[config.mk]
export PLATFORM = sky130hd
export DESIGN_NAME = wb_cmd_initiator
export DESIGN_NICKNAME = d
export VERILOG_FILES = /design/src/rtl/wb_cmd_initiator.sv
export SDC_FILE = /design/constraint.sdc
export NUM_CORES = 1
export LEC_CHECK = 0
export ABC_AREA = 1
export CORE_MARGIN = 4
export CORE_UTILIZATION = 43
export CTS_BUF_LIST = sky130_fd_sc_hd__clkbuf_4 sky130_fd_sc_hd__clkbuf_8
export DETAILED_ROUTE_END_ITERATION = 8
export PLACE_DENSITY = 0.83
export SLEW_MARGIN = 30
export SYNTH_ARGS = -nofsm -noshare
export SYNTH_HDL_FRONTEND = slang
export SYNTH_SLANG_ARGS = --single-unit
[constraint.sdc]
create_clock -name WB_CLK -period 1.45 [get_ports WB_CLK]
set_input_delay 0.2175 -clock WB_CLK [delete_from_list [all_inputs] [get_ports WB_CLK]]
set_output_delay 0.2175 -clock WB_CLK [all_outputs]
set_load 0.005 [all_outputs]
[src/rtl/wb_cmd_initiator.sv]
// Wishbone single-transfer initiator: turns a valid/ready command stream into WBs_* bus
// cycles bounded by an ACK timeout, and returns read data/status on a response stream.
module wb_cmd_initiator #(
   parameter int unsigned ADDRWIDTH      = 17,
   parameter int unsigned DATAWIDTH      = 32,
   parameter int unsigned CNTR_WIDTH     = 4,
   parameter int unsigned TIMEOUT_CYCLES = 15,
   parameter logic [DATAWIDTH-1:0] DEFAULT_READ_VALUE = 'hBADFABAC
) (
   input  logic                 WB_CLK,
   input  logic                 WB_RST,
   input  logic                 cmd_valid,
   output logic                 cmd_ready,
   input  logic                 cmd_we,
   input  logic [ADDRWIDTH-1:0] cmd_adr,
   input  logic [3:0]           cmd_byte_stb,
   input  logic [DATAWIDTH-1:0] cmd_wdat,
   output logic                 rsp_valid,
   input  logic                 rsp_ready,
   output logic [DATAWIDTH-1:0] rsp_rdat,
   output logic                 rsp_err,
   output logic [ADDRWIDTH-1:0] WBs_ADR,
   output logic                 WBs_CYC,
   output logic                 WBs_STB,
   output logic                 WBs_WE,
   output logic                 WBs_RD,
   output logic [3:0]           WBs_BYTE_STB,
   output logic [DATAWIDTH-1:0] WBs_WR_DAT,
   input  logic [DATAWIDTH-1:0] WBs_RD_DAT,
   input  logic                 WBs_ACK,
   output logic                 busy_o,
   output logic [7:0]           timeout_cnt_o
);

   localparam logic [CNTR_WIDTH-1:0] TimeoutLast = CNTR_WIDTH'(TIMEOUT_CYCLES - 1);

   typedef enum logic [1:0] {StIdle, StBus, StResp} state_e;

   state_e                 state_q;
   logic                   cmd_ready_q;
   logic                   rsp_valid_q;
   logic [DATAWIDTH-1:0]   rsp_rdat_q;
   logic                   rsp_err_q;
   logic [ADDRWIDTH-1:0]   adr_q;
   logic                   cyc_q;
   logic                   stb_q;
   logic                   we_q;
   logic                   rd_q;
   logic [3:0]             byte_stb_q;
   logic [DATAWIDTH-1:0]   wr_dat_q;
   logic                   busy_q;
   logic [CNTR_WIDTH-1:0]  cnt_q;
   logic [7:0]             to_cnt_q;

   // Low address bits are dropped: the bus carries word-aligned byte addresses only.
   logic unused_adr_lsb;
   assign unused_adr_lsb = ^cmd_adr[1:0];

   always_ff @(posedge WB_CLK) begin
      if (WB_RST) begin
         state_q     <= StIdle;
         cmd_ready_q <= 1'b1;
         rsp_valid_q <= 1'b0;
         rsp_rdat_q  <= '0;
         rsp_err_q   <= 1'b0;
         adr_q       <= '0;
         cyc_q       <= 1'b0;
         stb_q       <= 1'b0;
         we_q        <= 1'b0;
         rd_q        <= 1'b0;
         byte_stb_q  <= '0;
         wr_dat_q    <= '0;
         busy_q      <= 1'b0;
         cnt_q       <= '0;
         to_cnt_q    <= '0;
      end else begin
         unique case (state_q)
            StIdle: begin
               if (cmd_valid) begin
                  cmd_ready_q <= 1'b0;
                  busy_q      <= 1'b1;
                  if (cmd_byte_stb != 4'h0) begin
                     adr_q      <= {cmd_adr[ADDRWIDTH-1:2], 2'b00};
                     byte_stb_q <= cmd_byte_stb;
                     wr_dat_q   <= cmd_we ? cmd_wdat : '0;
                     we_q       <= cmd_we;
                     rd_q       <= ~cmd_we;
                     cyc_q      <= 1'b1;
                     stb_q      <= 1'b1;
                     cnt_q      <= '0;
                     state_q    <= StBus;
                  end else begin
                     // No lanes enabled: reject without touching the bus.
                     rsp_valid_q <= 1'b1;
                     rsp_err_q   <= 1'b1;
                     rsp_rdat_q  <= DEFAULT_READ_VALUE;
                     state_q     <= StResp;
                  end
               end
            end
            StBus: begin
               if (WBs_ACK) begin
                  cyc_q       <= 1'b0;
                  stb_q       <= 1'b0;
                  we_q        <= 1'b0;
                  rd_q        <= 1'b0;
                  rsp_valid_q <= 1'b1;
                  rsp_err_q   <= 1'b0;
                  rsp_rdat_q  <= we_q ? '0 : WBs_RD_DAT;
                  state_q     <= StResp;
               end else if (cnt_q == TimeoutLast) begin
                  cyc_q       <= 1'b0;
                  stb_q       <= 1'b0;
                  we_q        <= 1'b0;
                  rd_q        <= 1'b0;
                  rsp_valid_q <= 1'b1;
                  rsp_err_q   <= 1'b1;
                  rsp_rdat_q  <= DEFAULT_READ_VALUE;
                  if (to_cnt_q != 8'hFF) begin
                     to_cnt_q <= to_cnt_q + 8'd1;
                  end
                  state_q     <= StResp;
               end else begin
                  cnt_q <= cnt_q + 1'b1;
               end
            end
            StResp: begin
               if (rsp_ready) begin
                  rsp_valid_q <= 1'b0;
                  cmd_ready_q <= 1'b1;
                  busy_q      <= 1'b0;
                  state_q     <= StIdle;
               end
            end
            default: begin
               state_q <= StIdle;
            end
         endcase
      end
   end

   assign cmd_ready     = cmd_ready_q;
   assign rsp_valid     = rsp_valid_q;
   assign rsp_rdat      = rsp_rdat_q;
   assign rsp_err       = rsp_err_q;
   assign WBs_ADR       = adr_q;
   assign WBs_CYC       = cyc_q;
   assign WBs_STB       = stb_q;
   assign WBs_WE        = we_q;
   assign WBs_RD        = rd_q;
   assign WBs_BYTE_STB  = byte_stb_q;
   assign WBs_WR_DAT    = wr_dat_q;
   assign busy_o        = busy_q;
   assign timeout_cnt_o = to_cnt_q;

endmodule

==> impl_metrics.csv <==
group,metric,value,unit
outcome,status,"completed",
drt,ant_nets,0,
drt,num_vias,4482,
setup_path,r2r-start,"cnt_q[0]$_SDFFE_PP0P_",
logic_synthesis,synth.distinct_cells,26,
clock_network,cts_tree,"built",
logic_synthesis,avgSynthCellArea,7.38,um^2
sta,rsz0062_at_grt,"true",
hold_path,hold_path_depth,4,
logic_synthesis,ys_top_cells_by_count,"174 x nand2_1, 104 x dfxtp_1, 97 x a21oi_1",
power,power.static_leakage,3.65,nW
setup_path,timing_worst_setup_path_type,"reg2reg",
finish,layout.nets,875,
drt,post_drt_wl_per_cell,14.6,um
sta,tns,0,ns
logic_synthesis,synthAdderAreaFrac,0.887,%
drt,routed_via_density,4.90,
logic_synthesis,yosys_warnings,0,
die,ioPinCount,192,
logic_synthesis,synth-xor-area-share,0.414,%
global_route,overflow,0,
logic_synthesis,synth.cell_area,4230,um^2
clock_network,cts_buffer_depth,2,
setup_path,critPathMaxFanout,5,
finish,fillers,704,
sta,fmax,694,MHz
setup_path,worstPathRequired,1.75,ns
place,dpl_cell_area,6350,um^2
setup_path,crit_path_max_incr_delay,0.34,ns
clock_network,cts_root_buf,"clkbuf_8",
logic_synthesis,synth_top_family_by_area,"simple AND/OR/NAND/NOR gates",
clock_network,ctsHoldBuffers,0,
sta,skew,0.0173,ns
logic_synthesis,yosys.area.top_type,"dfxtp_1",
clock_network,clk_latency,0.36,ns
logic_synthesis,syn_inst,573,
die,initial_core_util,44.9,%
setup_path,arrival,1.74,ns
drt,finalWirelength,13300,um
logic_synthesis,synth_ff_type,"dfxtp_1",
setup_path,crit_chain,"inv_2, ha_4, nand3_4, nand3_4, nand3_4, buf_12, nand2_1, nand2_1, nor2_1",
setup_path,ff2ff_setup_slack,0.01,ns
die,die_y,107,um
global_route,antenna_found_initial,0,
hold_path,hp-start,"WB_RST",
power,powerDensity,927,nW/um^2
die,num_rows,35,
logic_synthesis,synth_edf_count,0,
logic_synthesis,async_flop_share,0,%
sta,finalWorstPathRequiredPeriod,1.44,ns
finish,drive_gt1_share,19.5,%
finish,multi_input_area,1890,um^2
finish,stdcell_area,6960,um^2
finish,area_delta_synth_final,64.6,%
clock_network,htreeDepth,3,
clock_network,cts.reportedPaths.clkPinSlew,0.11,ns
clock_network,cts_sinks,104,
logic_synthesis,yosysTopAreaCellShare,49.2,%
hold_path,hold_end,"cnt_q[3]$_SDFFE_PP0P_",
place,gp_routability_congestion,0.781,
sta,finalSetupViolations,0,
logic_synthesis,synth_area_leaders,"dfxtp_1 49%, nand2_1 15%, a21oi_1 11%, nand3_1 5.3%, nor2_1 4.1%",
sta,finalCritPeriodShare,99.3,%
drt,firstDrtPassIters,4,
global_route,grt_pass1_wl,20300,um
global_route,grt_pass1_vias,4222,
setup_path,crit_family,"simple AND/OR/NAND/NOR gates",
setup_path,endpoint_kind,"flop",
power,ir_drop,0.000601,V
sta,drv_slew,0,
finish,diodes,0,
place,hpwl,9360,um
clock_network,cts_buffers,9,
setup_path,worst_r2r_path_depth,9,
sta,hold_violations,0,
setup_path,cpMaxStageDelayCell,"dfxtp_2",
logic_synthesis,synthSimpleGateAreaFrac,28.2,%
finish,ff_latch_area,2150,um^2
setup_path,critPathLaunchType,"flop",
place,portBuffers,187,
drt,drc,0,
logic_synthesis,synth_mux_area_share,0,%
hold_path,hold_class,"in2reg",
die,core_area,9420,um^2
logic_synthesis,ys_seq_elements,104,
logic_synthesis,synth_seq_area_share,49.2,%
drt,first_iter_violations,237,
global_route,grt_usage,21.8,%
flow_run,drv_cap,0,
setup_path,critPathMostFrequentCell,"nand3_4",
setup_path,r2r_end,"rsp_rdat[8]$_SDFFE_PP0P_",
die,fp.dieW,107,um
setup_path,path_buf_inv,2,
die,dieArea,11500,um^2
logic_synthesis,synth_compound_gate_area_share,12.2,%
global_route,grt_max_degree,35,
logic_synthesis,synth.most_common_cell,"nand2_1",
## flip-flops by register name (all words and copies together), names as in the netlist
signal         flops
WBs_WR_DAT        32
rsp_rdat          32
WBs_ADR           15
timeout_cnt_o      8
WBs_BYTE_STB       4
cnt_q              4
state_q            2
WBs_RD             1
WBs_STB            1
WBs_WE             1
busy_o             1
cmd_ready          1
rsp_err            1
rsp_valid          1
## area by class of cell
class,count,area share (%)
clock buffers,10,1.89
clock inverters,6,0.737
inverters,43,2.32
multi-input cells,390,27.2
flip-flops and latches,104,30.9
well taps,129,2.32
repair buffers,233,34.7
## metrics by stage
| stage | power, mW | cells | setup slack, ns | hold WS (ns) | util, % |
|---|---|---|---|---|---|
| after floorplan | 3.85 | 574 | 0.131 | 0.360 | - |
| after global placement | 4.63 | 882 | -0.181 | 0.435 | 67.4 |
| after detailed placement | 4.68 | 882 | -0.211 | 0.440 | 67.4 |
| after CTS | 6.35 | 904 | -0.0400 | 0.259 | 69.8 |
| after global routing | 6.77 | 915 | -0.0668 | 0.311 | 74.0 |
| final | 6.46 | 915 | 0.00990 | 0.271 | 74.0 |
## worst min-delay path: cells and delay by family
kind / cells / cell delay [ns]
simple gates: 2 / 0.14
buf+inv: 2 / 0.23
## repair_timing
action / CTS / global route
setup buffers: 5 / 8
endpoints found under the setup margin: 74 / 94
gates cloned: 1 / 3
pin swaps: 0 / 7
resized for setup: 82 / 99
## layout by cell type, fill, tap and decap left out, drive strengths merged, types with 13 or more instances in the layout
| cell | count |
|---|---|
| dfxtp | 104 |
| dlygate4sd2 | 50 |
| dlymetal6s2s | 40 |
| clkdlybuf4s50 | 96 |
| nor2 | 50 |
| buf | 44 |
| nand2 | 178 |
| a21oi | 98 |
| nand3 | 49 |
| inv | 45 |
| clkbuf | 13 |
## routing by layer
layer,wire (um),global-route usage [%]
met1,4960,23.9
met2,7020,39.2
met3,1170,7.34
met4,183,7.31
met5,0,0
## cell families (layout without fill, tap and decap cells)
family / Yosys count / after routing
XOR/XNOR: 2 / 2
AND/OR/NAND/NOR: 281 / 281
flip-flops: 104 / 104
AO/OA/AOI/OAI: 102 / 102
other: 1 / 2
buffers and inverters: 80 / 292
adder cells (fa/ha/maj): 3 / 3
## worst max path at each step
stage,startpoint,endpoint,slack (ns),cells past startpoint
3_3_place_gp,cmd_byte_stb[0],WBs_WR_DAT[11]$_SDFFE_PP0P_,-0.18,8
3_5_place_dp,cmd_byte_stb[0],WBs_WR_DAT[12]$_SDFFE_PP0P_,-0.21,8
6_report,cnt_q[0]$_SDFFE_PP0P_,rsp_rdat[8]$_SDFFE_PP0P_,0.01,9
2_1_floorplan,timeout_cnt_o[0]$_SDFFE_PP0P_,timeout_cnt_o[7]$_SDFFE_PP0P_,0.13,8
4_1_cts,timeout_cnt_o[4]$_SDFFE_PP0P_,timeout_cnt_o[4],-0.04,1
5_1_grt,cnt_q[0]$_SDFFE_PP0P_,rsp_rdat[8]$_SDFFE_PP0P_,-0.07,9
## report_power, final
group	internal (mW)	switching, mW	total [mW]
Sequential	3.07	0.112	3.18
Combinational	0.839	0.713	1.55
Clock	0.674	1.05	1.72
(Power assumes the default switching activity.)
